## src/rtl/bp_be_ptw_walker.sv

```systemverilog
// bp_be_ptw_walker: Sv39 hardware page-table walker.
// Accepts I/D-TLB misses and walks the page tables through a dcache read port.
// Each walk ends with either a one-cycle TLB fill or one of the three page-fault pulses.
// Optional macro BP_BE_PTW_PERF_EN builds the walk and fault perf counters.
// When the macro is undefined, both counter outputs are tied to zero.
module bp_be_ptw_walker #(
   parameter int vaddr_width_p    = 39,
   parameter int paddr_width_p    = 40,
   parameter int ppn_width_p      = 28,
   parameter int page_idx_width_p = 9,
   parameter int pte_width_p      = 64
) (
   input  logic                        clk_i,
   input  logic                        reset_i,
   input  logic                        flush_i,
   input  logic [ppn_width_p-1:0]      base_ppn_i,
   input  logic [1:0]                  priv_mode_i,
   input  logic                        miss_v_i,
   output logic                        miss_ready_o,
   input  logic [vaddr_width_p-1:0]    miss_vaddr_i,
   input  logic                        miss_instr_i,
   input  logic                        miss_store_i,
   output logic                        dcache_v_o,
   input  logic                        dcache_ready_i,
   output logic [paddr_width_p-1:0]    dcache_paddr_o,
   input  logic                        dcache_v_i,
   input  logic [pte_width_p-1:0]      dcache_data_i,
   output logic                        tlb_w_v_o,
   output logic                        tlb_w_itlb_o,
   output logic [vaddr_width_p-13:0]   tlb_w_vtag_o,
   output logic [ppn_width_p-1:0]      tlb_w_ppn_o,
   output logic [1:0]                  tlb_w_lvl_o,
   output logic [7:0]                  tlb_w_flags_o,
   output logic                        instr_page_fault_v_o,
   output logic                        load_page_fault_v_o,
   output logic                        store_page_fault_v_o,
   output logic [vaddr_width_p-1:0]    fault_vaddr_o,
   output logic [31:0]                 walk_cnt_o,
   output logic [31:0]                 fault_cnt_o
);

   // state | meaning
   // IDLE  | waiting for a miss; a dropped walk's response may still be pending
   // SEND  | PTE read request on the dcache port
   // WAIT  | waiting for the PTE response
   // CHECK | decode the registered PTE: descend, fill, or fault
   // WRITE | one-cycle TLB fill pulse
   // FAULT | one-cycle page-fault pulse
   typedef enum logic [2:0] {IDLE, SEND, WAIT, CHECK, WRITE, FAULT} state_e;

   state_e                           state;
   logic                             pending;
   logic [vaddr_width_p-1:0]         vaddr_r;
   logic                             instr_r;
   logic                             store_r;
   logic [1:0]                       lvl_r;
   logic [ppn_width_p-1:0]           ppn_r;
   logic [pte_width_p-1:0]           pte_r;
   logic                             tlb_v_r;
   logic                             ifault_r;
   logic                             lfault_r;
   logic                             sfault_r;
   logic                             itlb_r;
   logic [ppn_width_p-1:0]           fill_ppn_r;
   logic [1:0]                       fill_lvl_r;
   logic [7:0]                       fill_flags_r;

   logic [page_idx_width_p-1:0]      vpn_sel;
   logic [ppn_width_p-1:0]           pte_ppn;
   logic [ppn_width_p-1:0]           fill_ppn;
   logic                             pte_v, pte_r_bit, pte_w, pte_x, pte_u, pte_a, pte_d;
   logic                             invalid, pointer, misaligned, perm_fault, priv_fault, leaf_fault;
   logic                             unused_pte;

   assign unused_pte = ^{pte_r[63:38], pte_r[9:8]};

   // Decode the current VPN slice and the registered PTE
   always_comb begin
      vpn_sel   = vaddr_r[20:12];
      fill_ppn  = pte_r[37:10];
      pte_ppn   = pte_r[37:10];
      pte_v     = pte_r[0];
      pte_r_bit = pte_r[1];
      pte_w     = pte_r[2];
      pte_x     = pte_r[3];
      pte_u     = pte_r[4];
      pte_a     = pte_r[6];
      pte_d     = pte_r[7];
      case (lvl_r)
         2'd2: begin
            vpn_sel  = vaddr_r[38:30];
            fill_ppn = {pte_ppn[27:18], vaddr_r[29:12]};
         end
         2'd1: begin
            vpn_sel  = vaddr_r[29:21];
            fill_ppn = {pte_ppn[27:9], vaddr_r[20:12]};
         end
         default: begin
            vpn_sel  = vaddr_r[20:12];
            fill_ppn = pte_ppn;
         end
      endcase
      invalid    = ~pte_v | (~pte_r_bit & pte_w);
      pointer    = ~pte_r_bit & ~pte_x;
      misaligned = ((lvl_r == 2'd2) && (pte_ppn[17:0] != 18'd0))
                 | ((lvl_r == 2'd1) && (pte_ppn[8:0] != 9'd0));
      perm_fault = instr_r ? ~pte_x : (store_r ? (~pte_w | ~pte_d) : ~pte_r_bit);
      priv_fault = ((priv_mode_i == 2'd0) & ~pte_u) | ((priv_mode_i == 2'd1) & pte_u);
      leaf_fault = perm_fault | ~pte_a | priv_fault | misaligned;
   end

   // Walk sequencer with registered fill/fault pulses and stale-response tracking
   always_ff @(posedge clk_i) begin
      if (reset_i) begin
         state        <= IDLE;
         pending      <= 1'b0;
         vaddr_r      <= '0;
         instr_r      <= 1'b0;
         store_r      <= 1'b0;
         lvl_r        <= 2'd0;
         ppn_r        <= '0;
         pte_r        <= '0;
         tlb_v_r      <= 1'b0;
         ifault_r     <= 1'b0;
         lfault_r     <= 1'b0;
         sfault_r     <= 1'b0;
         itlb_r       <= 1'b0;
         fill_ppn_r   <= '0;
         fill_lvl_r   <= 2'd0;
         fill_flags_r <= 8'd0;
      end else begin
         tlb_v_r  <= 1'b0;
         ifault_r <= 1'b0;
         lfault_r <= 1'b0;
         sfault_r <= 1'b0;
         if (flush_i) begin
            state <= IDLE;
            // A request already handed to the dcache still owes a response
            if (((state == SEND) && dcache_ready_i) || ((state == WAIT) && !dcache_v_i))
               pending <= 1'b1;
            else if (dcache_v_i)
               pending <= 1'b0;
         end else begin
            case (state)
               IDLE: begin
                  if (pending) begin
                     if (dcache_v_i)
                        pending <= 1'b0;
                  end else if (miss_v_i) begin
                     vaddr_r <= miss_vaddr_i;
                     instr_r <= miss_instr_i;
                     store_r <= miss_store_i & ~miss_instr_i;
                     lvl_r   <= 2'd2;
                     ppn_r   <= base_ppn_i;
                     state   <= SEND;
                  end
               end
               SEND: begin
                  if (dcache_ready_i)
                     state <= WAIT;
               end
               WAIT: begin
                  if (dcache_v_i) begin
                     pte_r <= dcache_data_i;
                     state <= CHECK;
                  end
               end
               CHECK: begin
                  if (invalid || (pointer && (lvl_r == 2'd0)) || (!pointer && leaf_fault)) begin
                     ifault_r <= instr_r;
                     lfault_r <= ~instr_r & ~store_r;
                     sfault_r <= ~instr_r & store_r;
                     state    <= FAULT;
                  end else if (pointer) begin
                     lvl_r <= lvl_r - 2'd1;
                     ppn_r <= pte_ppn;
                     state <= SEND;
                  end else begin
                     tlb_v_r      <= 1'b1;
                     itlb_r       <= instr_r;
                     fill_ppn_r   <= fill_ppn;
                     fill_lvl_r   <= lvl_r;
                     fill_flags_r <= pte_r[7:0];
                     state        <= WRITE;
                  end
               end
               WRITE:   state <= IDLE;
               FAULT:   state <= IDLE;
               default: state <= IDLE;
            endcase
         end
      end
   end

   assign miss_ready_o         = (state == IDLE) & ~pending;
   assign dcache_v_o           = (state == SEND);
   assign dcache_paddr_o       = {ppn_r, vpn_sel, 3'b000};
   assign tlb_w_v_o            = tlb_v_r & ~flush_i;
   assign tlb_w_itlb_o         = itlb_r;
   assign tlb_w_vtag_o         = vaddr_r[38:12];
   assign tlb_w_ppn_o          = fill_ppn_r;
   assign tlb_w_lvl_o          = fill_lvl_r;
   assign tlb_w_flags_o        = fill_flags_r;
   assign instr_page_fault_v_o = ifault_r & ~flush_i;
   assign load_page_fault_v_o  = lfault_r & ~flush_i;
   assign store_page_fault_v_o = sfault_r & ~flush_i;
   assign fault_vaddr_o        = vaddr_r;

`ifdef BP_BE_PTW_PERF_EN
   logic [31:0] walk_cnt;
   logic [31:0] fault_cnt;

   // Count walks that actually emitted a fill or a fault
   always_ff @(posedge clk_i) begin
      if (reset_i) begin
         walk_cnt  <= 32'd0;
         fault_cnt <= 32'd0;
      end else if (!flush_i) begin
         if (state == WRITE)
            walk_cnt <= walk_cnt + 32'd1;
         if (state == FAULT)
            fault_cnt <= fault_cnt + 32'd1;
      end
   end

   assign walk_cnt_o  = walk_cnt;
   assign fault_cnt_o = fault_cnt;
`else
   assign walk_cnt_o  = 32'd0;
   assign fault_cnt_o = 32'd0;
`endif

endmodule

```

## config.mk

```make
export PLATFORM = sky130hd
export DESIGN_NAME = bp_be_ptw_walker
export DESIGN_NICKNAME = d
export VERILOG_FILES = /design/src/rtl/bp_be_ptw_walker.sv
export SDC_FILE = /design/constraint.sdc
export NUM_CORES = 1
export LEC_CHECK = 0
export BUFFER_PORTS_ARGS = -buffer_cell sky130_fd_sc_hd__buf_2
export CAP_MARGIN = 0
export CORE_MARGIN = 5
export CORE_UTILIZATION = 32
export CTS_BUF_LIST = sky130_fd_sc_hd__clkbuf_8
export CTS_CLUSTER_SIZE = 12
export DETAILED_ROUTE_END_ITERATION = 16
export HOLD_SLACK_MARGIN = 0.02
export SYNTH_ARGS = -nofsm -noshare
export SYNTH_HDL_FRONTEND = slang
export SYNTH_SLANG_ARGS = --single-unit
export TNS_END_PERCENT = 1
```

## constraint.sdc

```tcl
create_clock -name clk_i -period 4.35 [get_ports clk_i]
set_input_delay 0.6525 -clock clk_i [delete_from_list [all_inputs] [get_ports clk_i]]
set_output_delay 0.6525 -clock clk_i [all_outputs]
set_load 0.05 [all_outputs]
```

==> metrics.md, run 1 <==
| Metric | Value |
|---|---|
| Period utilization | 66.89% |
| CP top delay family | adder cells |
| Share of cells above drive strength 1 | 27.39% |
| Worst Hold Slack | 0.4361 ns |
| Post-route ant nets | 0 |
| Total negative slack | 0 ns |
| Tot GR Track Use | 18.40% |
| Post-synth EDFFs | 0 |
| Peak supply drop | 0.1581 mV |
| DRC viols | 0 |
| Status | completed |
| R2r endpoint | tlb_w_lvl_o[0] |
| CTS tree | done |
| Endpoint class of the critical path | output port |
| FF-to-FF path depth | 7 |
| GPL Wtd Cong | 0.8161 |
| Hold Buf Count CTS | 0 |
| Hold path depth | 3 |
| Critical path capture point | dcache_paddr_o[5] |
| Kind of critical path | reg2out |
| Sequential share of the synthesized area | 41.55% |
| Clock sink count | 154 |
| Initial core utilization | 32.67% |
| Reg clk slew, reported paths | 0.09 ns |
| CP arrival | 2.26 ns |
| Worst r2r src | state[0] |
| Register area | 3083 um2 |
| Wire length per cell | 17.85 um |
| Top FF cell, synth | dfxtp_1 |
| Global-route wire length before repair | 38.52 mm |
| Worst-margin pin slew | 1.054 ns |
| Crit-path max FO | 13 |
| Crit path buffers/inverters | 2 |
| Mapped cell area | 7420 um2 |
| Post-DP HPWL | 18.14 mm |
| Cells after synthesis | 930 |
| Crit path required time | 3.70 ns |
| Worst skew pair latency | 0.45 ns |
| First DRT Iteration DRCs | 603 |
| Final net count | 1,263 |
| Clock tree buffer depth | 2 |
| Yosys reg bits | 154 |
| Total CTS buffers | 17 |
| H-tree depth | 4 |
| Finish-stage setup viols | 0 |
| Row count | 55 |
| Via/cell ratio | 4.874 |
| Worst path max stage delay | 0.60 ns |
| MaxCap Viol Count | 0 |
| Stages on worst setup path | 5 |
| Worst reg2reg setup slack | 1.51 ns |
| Detailed-route wire length | 25.29 mm |
| Initial antenna violation count | 0 |
| Avg Inst Size Synth | 7.978 um2 |
| CP startpoint kind | flip-flop |
| Fraction of registers with async set/reset | 0% |
| Worst Clk Skew | 0.01655 ns |
| Static Leakage | 3.911 nW |
| Die Area | 26,330 um2 |
| Vias in the first global route | 6,493 |
| Vias | 6,907 |
| Netlist cell types | 48 |
| Slew Limit Fails | 0 |
| Slew Limit Headroom | 29.72% |
| Multi-input gate area | 3600 um2 |
| Setup Fix Bufs, Post-CTS | 0 |
| Synth warn | 0 |
| RSZ-0062 raised after global routing | no |
| Area growth, synth to finish | 19.48% |
| Critical path origin | lvl_r[1] |
| Drt first pass iters | 5 |
| Top Ports | 356 |
| Hold WC Path Type | in2reg |
| Fin crit period | 2.910 ns |
| Fillers | 2,395 |
| CTS root buf | clkbuf_8 |
| Pwr per Cell Area | 361.2 nW/um2 |
| Die Width | 162.3 um |
| Largest net degree at the start of global routing | 145 |
| N_diodes | 0 |
| Hold Violations, Final | 0 |
| Grt total ovfl | 0 |
| Die Ht | 162.3 um |
| Post_cts resized | 0 |
| Max stage delay cell, worst path | ha_1 |
| Worst-path cell chain | inv_1, ha_1, a22oi_1, a21oi_1, buf_2 |
| Fmax | 343.7 MHz |
| I/O Buffers | 260 |
| Core footprint | 22,710 um2 |
-- flip-flops by register name (all words and copies together), names as in the netlist, 2 cells and up --
name	count
lvl_r	2
tlb_w_lvl_o	2
state	3
ppn_r	28
tlb_w_ppn_o	28
tlb_w_flags_o	8
pte_r	36
fault_vaddr_o	39
-- cell families (layout without fill, tap and decap cells) --
logic type	Yosys count	in the layout	synth area share, %
flops	154	154	41.55
fa+ha+maj	3	3	0.5060
mux	29	29	4.401
buf+inv	173	309	13.71
xor+xnor	1	1	0.1181
simple gates	330	330	20.49
other cells	1	67	0.05054
compound gates	239	239	19.17
-- final cells by class --
| type | count | share of cell area (%) |
|---|---|---|
| Multi-Input combinational cell | 669 | 40.61 |
| Inverter | 4 | 0.1694 |
| Sequential cell | 154 | 34.78 |
| Clock buffer | 18 | 2.795 |
| Timing Repair Buffer | 273 | 15.85 |
| Tap cell | 285 | 4.023 |
| Clock inverter | 14 | 1.778 |
-- per-stage QoR --
step / power [mW] / setup WS [ns] / utilization, % / instances / cell area, um2
after CTS: 3.239 / 1.402 / 39.04 / 1417 / 8865
after floorplan: 2.013 / 1.292 / - / 996 / 7667
after detailed placement: 2.104 / 1.413 / 37.25 / 1385 / 8459
final: 3.202 / 1.440 / 39.04 / 1417 / 8865
after global routing: 3.337 / 1.258 / 39.04 / 1417 / 8865
after global placement: 2.101 / 1.428 / 37.25 / 1385 / 8459
-- Yosys cell counts (2+ instances only) --
cell,number,area [um2]
nor3_1,5,25.02
nand2_1,212,795.8
nor4_1,2,12.51
inv_1,4,15.01
a31oi_1,21,131.4
o21ai_0,7,35.03
or3_1,4,25.02
nand3b_1,3,22.52
o21a_1,2,15.01
nor3_2,2,20.02
buf_1,4,15.01
nand2b_1,5,31.28
buf_4,95,713.2
nor4_2,2,25.02
a21oi_1,144,720.7
and3_1,3,18.77
buf_2,9,45.04
o2111ai_1,2,17.52
mux2_1,29,326.6
a22oi_1,18,135.1
nor2b_1,43,269.0
a211oi_1,18,135.1
clkbuf_1,61,229.0
nand4_1,18,112.6
dfxtp_1,154,3083
nand3_1,3,15.01
ha_1,3,37.54
nor2_1,20,75.07
o31ai_1,18,135.1
-- tightest hold or removal path, cell delays in order --
cell     delay (ns)
buf_2          0.09
nand2_1        0.04
a21oi_1        0.05
-- power by group --
group | total, mW | switching [mW] | internal [mW]
registers | 1.48 | 0.0370 | 1.44
logic | 0.588 | 0.463 | 0.125
clock network | 1.13 | 0.557 | 0.576
-- worst min path at each step --
| stage | from | endpoint | slack, ns |
|---|---|---|---|
| CTS | miss_vaddr_i[7] | fault_vaddr_o[7] | 0.40 |
| global route | miss_vaddr_i[0] | fault_vaddr_o[0] | 0.40 |
| finish | miss_vaddr_i[23] | fault_vaddr_o[23] | 0.44 |
| global placement | fault_vaddr_o[8] | fault_vaddr_o[8] | 0.44 |
| detailed placement | fault_vaddr_o[4] | fault_vaddr_o[4] | 0.45 |
| floorplan | pte_r[5] | pte_r[5] | 0.44 |
-- layer usage --
metal | part of all wire [%] | GRT usage, % | vias up
met5 | 0 | 0 | -
met4 | 0.62 | 3.268 | 0
met3 | 8.4 | 5.709 | 9
met2 | 46 | 28.80 | 276
met1 | 45 | 25.34 | 3221
li1 | - | - | 3401
-- layout by cell type, fill, tap and decap left out, types with 6 or more instances in the layout --
master,instances
buf_2,259
nand2_1,212
dfxtp_1,154
a21oi_1,144
conb_1,67
nor2b_1,43
mux2_1,29
a31oi_1,21
nor2_1,20
a22oi_1,18
nand4_1,18
o31ai_1,18
a211oi_1,18
clkbuf_8,18
buf_4,13
inv_1,8
o21ai_0,6
Power figures use the tool's default switching activity.
==> inputs of run 2 (changes only) <==
Clock period 4.35 ns to 2.9 ns, I/O delays scaled along.
==> run 2 against run 1 <==
Compared with the run above:
- wire length is 0.27% higher
- setup slack worse by 1.3 ns
- sequential cell count is the same
- clock skew is 0.0024 ns lower
- final cell count rose by 0.49%
- register-to-register slack got worse by 0.99 ns
- design area grew 1.5%
- critical path depth is the same
- sequential power rose by 50%
- global-route usage shrank 0.12 points
- critical path type unchanged
- clock power grew 65%
- power up 56%
- largest power group unchanged
==> metrics.md, run 2 (synthesized netlist as in run 1, its figures left out) <==
| Metric | Value |
|---|---|
| Area growth, synth to finish | 21.30% |
| Tot GR Track Use | 18.28% |
| Crit-path max FO | 13 |
| Commonest non-fill, non-tap cells in the layout | buf_2 (259), nand2_1 (212), dfxtp_1 (154) |
| Clock tree buffer depth | 2 |
| Detailed-route wire length | 25.36 mm |
| Slew Limit Fails | 0 |
| Vias in the first global route | 6,579 |
| Core footprint | 22,710 um2 |
| FF-to-FF path depth | 6 |
| Hold Buf Count CTS | 0 |
| CTS tree | done |
| Endpoint class of the critical path | output port |
| Worst skew pair latency | 0.46 ns |
| First DRT Iteration DRCs | 484 |
| Initial core utilization | 32.67% |
| Hold path depth | 3 |
| Drt first pass iters | 5 |
| Die Width | 162.3 um |
| Final net count | 1,270 |
| Initial antenna violation count | 0 |
| WHS Endpoint | fault_vaddr_o[3] |
| CP startpoint kind | flip-flop |
| RSZ-0062 raised after global routing | no |
| Worst Clk Skew | 0.01413 ns |
| Finish-stage setup viols | 0 |
| Vias | 7,013 |
| Post-Place Cells | 1,392 |
| Hold_sp | miss_vaddr_i[3] |
| Worst Hold Slack | 0.2066 ns |
| Total CTS buffers | 17 |
| Via/cell ratio | 4.925 |
| Status | completed |
| H-tree depth | 4 |
| Total negative slack | 0 ns |
| Setup Fix Bufs, Post-CTS | 0 |
| Top Ports | 356 |
| Peak supply drop | 0.3315 mV |
| Static Leakage | 3.975 nW |
| Hold Violations, Final | 0 |
| Largest net degree at the start of global routing | 126 |
| Period utilization | 94.82% |
| Commonest non-fill, non-tap cell in the layout | buf_2 |
| Clock sink count | 154 |
| Max reg flops | 39 |
| Fin crit period | 2.750 ns |
| N_diodes | 0 |
| Hold WC Path Type | in2reg |
| CP arrival | 2.31 ns |
| Fmax | 363.7 MHz |
| Total Power | 4.986 mW |
| Wire length per cell | 17.81 um |
| Cell Count, Final, Fillers Out | 1,424 |
| Worst-margin pin slew | 0.9328 ns |
| CTS root buf | clkbuf_8 |
| Die Area | 26,330 um2 |
| MaxCap Viol Count | 0 |
| Kind of critical path | reg2out |
| Fin util | 39.63% |
| Post-DP HPWL | 18.18 mm |
| Worst r2r src | pte_r[13] |
| Post_cts resized | 0 |
| Row count | 55 |
| I/O Buffers | 260 |
| Reg clk slew, reported paths | 0.10 ns |
| Die Ht | 162.3 um |
| DRC viols | 0 |
| Post-route ant nets | 0 |
| Slew Limit Headroom | 37.81% |
| R2r endpoint | sfault_r |
| Share of cells above drive strength 1 | 28.18% |
| GPL Wtd Cong | 0.7878 |
| Pwr per Cell Area | 554.0 nW/um2 |
| Crit path required time | 2.47 ns |
| Grt total ovfl | 0 |
| Worst reg2reg setup slack | 0.52 ns |
| Global-route wire length before repair | 38.06 mm |
-- run 2: metal layers --
| layer | up-vias | track usage, % | routed length (um) |
|---|---|---|---|
| li1 | 3413 | - | - |
| met1 | 3298 | 25.03 | 11560 |
| met2 | 272 | 28.04 | 11410 |
| met3 | 30 | 4.643 | 1927 |
| met4 | 0 | 6.305 | 467 |
| met5 | - | 0 | 0 |
-- run 2: power by group --
| part | internal [mW] | switching [mW] |
|---|---|---|
| clock network | 0.993 | 0.881 |
| registers | 2.17 | 0.0536 |
| logic | 0.193 | 0.700 |
-- run 2: area by class of cell --
type	count	area [um2]
multi-input combinational	669	3600
sequential	154	3083
fill	2360	13710
clock inverter	13	188.9
tap	285	356.6
timing repair buffer	280	1495
clock buffer	19	261.5
inverter	4	15.01
-- run 2: worst max path at each step --
stage              start                  to  slack (ns)  cells past startpoint
2_1_floorplan   lvl_r[1]  dcache_paddr_o[10]        0.06                      7
3_3_place_gp   pte_r[13]            sfault_r        0.58                      6
3_5_place_dp   pte_r[13]            sfault_r        0.55                      6
4_1_cts         lvl_r[1]   dcache_paddr_o[3]        0.15                      5
5_1_grt         lvl_r[1]   dcache_paddr_o[3]        0.09                      5
6_report        lvl_r[1]   dcache_paddr_o[3]        0.15                      5
-- run 2: through the flow --
stage	cell area (um2)	worst slack, ns
after CTS	9000	0.1477
after global placement	8549	0.5764
after global routing	9000	0.08733
after detailed placement	8549	0.5521
final	9000	0.1503
after floorplan	7667	0.05922
-- run 2: critical path, cell delays in order (launching register included) --
cell and delay (ns):
dfxtp_1 0.35, inv_1 0.10, ha_1 0.63, a22oi_1 0.19, a21oi_1 0.28, buf_2 0.31
==> inputs of run 3 (changes only) <==
==> constraint.sdc (replaced) <==
create_clock -name clk_i -period 2.9 [get_ports clk_i]
set_input_delay 0.29 -clock clk_i [delete_from_list [all_inputs] [get_ports clk_i]]
set_output_delay 0.29 -clock clk_i [all_outputs]
set_load 0.05 [all_outputs]
==> run 3 against run 2 <==
Compared with the run above:
- die area unchanged
- first-iteration DRC count up 1.2%
- register-to-register slack barely moved
- largest power group unchanged
==> metrics.md, run 3 (synthesized netlist as in run 1, its figures left out) <==
| Metric | Value |
|---|---|
| Static Leakage | 3.967 nW |
| Clock power share | 35.8% |
| Worst skew pair latency | 0.44 ns |
| Drt first pass iters | 5 |
| Register area | 3083 um2 |
| Clock tree buffer depth | 2 |
| Die Ht | 162.3 um |
| Finish-stage setup viols | 0 |
| Cell Count, Final, Fillers Out | 1,424 |
| Via/cell ratio | 4.886 |
| Psw | 1.602 mW |
| Commonest non-fill, non-tap cells in the layout | buf_2 (259), nand2_1 (212), dfxtp_1 (154) |
| Reg clk slew, reported paths | 0.09 ns |
| Slew Limit Fails | 0 |
| Worst-path cell chain | inv_1, ha_1, buf_4, a22oi_1, a21oi_1, buf_2 |
| Flop pwr share | 45.8% |
| Pwr per Cell Area | 540.3 nW/um2 |
| Fin crit period | 2.425 ns |
| Initial core utilization | 32.67% |
| Share of cells above drive strength 1 | 28.01% |
| Detailed-route wire length | 25.44 mm |
| Final net count | 1,270 |
| Grt total ovfl | 0 |
| CP arrival | 2.13 ns |
| N_diodes | 0 |
| Hold WC Path Type | in2reg |
| Worst path max stage delay | 0.37 ns |
| Tot GR Track Use | 18.69% |
| Switching power share of the total | 33.08% |
| Largest net degree at the start of global routing | 136 |
| Crit path required time | 2.61 ns |
| Crit-path max FO | 9 |
| Multi-input gate area | 3600 um2 |
| CP startpoint kind | flip-flop |
| Total Power | 4.844 mW |
| Hold Buf Count CTS | 0 |
| Post-DP HPWL | 18.23 mm |
| Total CTS buffers | 17 |
| Clock sink count | 154 |
| CTS root buf | clkbuf_8 |
| Total negative slack | 0 ns |
| H-tree depth | 4 |
| Max stage delay cell, worst path | ha_1 |
| Core footprint | 22,710 um2 |
| Max reg flops | 39 |
| Setup Fix Bufs, Post-CTS | 0 |
| Global-route wire length before repair | 38.92 mm |
| Fmax | 412.4 MHz |
| Period utilization | 83.61% |
| First DRT Iteration DRCs | 490 |
| Vias | 6,958 |
| Int Pwr | 3.242 mW |
| Worst Hold Slack | 0.06960 ns |
| Endpoint class of the critical path | output port |
| CP top delay family | buffers and inverters |
| Wire length per cell | 17.86 um |
| Initial antenna violation count | 0 |
| Post_cts resized | 0 |
| Comb power frac | 18.4% |
| Post-Place Cells | 1,392 |
| CTS tree | done |
| Fin util | 39.48% |
| I/O Buffers | 260 |
| Crit path buffers/inverters | 3 |
| Vias in the first global route | 6,676 |
| Top Ports | 356 |
| Hold Violations, Final | 0 |
| Row count | 55 |
| RSZ-0062 raised after global routing | no |
| DRC viols | 0 |
| Fillers | 2,396 |
| Worst-margin pin slew | 1.021 ns |
| Status | completed |
| Worst Clk Skew | 0.01322 ns |
| Slew Limit Headroom | 31.93% |
| Die Width | 162.3 um |
| Area growth, synth to finish | 20.84% |
| Commonest non-fill, non-tap cell in the layout | buf_2 |
| Peak supply drop | 0.2378 mV |
| Kind of critical path | reg2out |
| Post-route ant nets | 0 |
| Die Area | 26,330 um2 |
| GPL Wtd Cong | 0.7885 |
| MaxCap Viol Count | 0 |
==> run 3: area by class of cell <==
cell class | instances | area share [%]
inverter | 4 | 0.1675
clock inverter | 10 | 1.270
tap | 285 | 3.977
clock buffer | 22 | 3.377
multi-input combinational | 669 | 40.15
sequential | 154 | 34.38
timing repair buffer | 280 | 16.68
==> run 3: through the flow <==
step	worst slack (ns)	instance area [um2]
after detailed placement	0.5193	8549
after floorplan	0.2042	7667
final	0.4753	8966
after global placement	0.5744	8549
after global routing	0.2957	8966
after CTS	0.4317	8966
==> run 3: worst reg2reg max path: stages (launching register included) <==
cell and delay [ns]:
dfxtp_1 0.55, nand3b_1 0.28, nor2_1 0.35, nand2_1 0.38, nor3_4 0.25, buf_4 0.30, a211oi_1 0.13
==> run 3: final timing paths <==
check	from	endpoint	slack, ns	cells after the start
worst max-delay path	lvl_r[0]	dcache_paddr_o[3]	0.48	6
worst min register to register	fault_vaddr_o[3]	fault_vaddr_o[3]	0.46	2
worst min-delay path	miss_vaddr_i[16]	fault_vaddr_o[16]	0.07	3
worst max register to register	state[0]	tlb_w_ppn_o[9]	0.51	6
==> run 3: metal layers <==
layer  wire length (um)  global-route usage, %  vias to the layer above
li1                   -                      -                     3406
met1              11760                  26.44                     3255
met2              11430                  28.55                      272
met3               1901                  4.593                       25
met4                355                  4.806                        0
met5                  0                      0                        -
==> run 3: power by group through the flow <==
stage,sequential (mW),clock [mW],combinational (mW)
finish,2.22,1.73,0.893
global placement,2.27,0,0.892
global route,2.23,1.86,0.947
CTS,2.22,1.79,0.895
floorplan,2.42,0,0.603
detailed placement,2.27,0,0.893
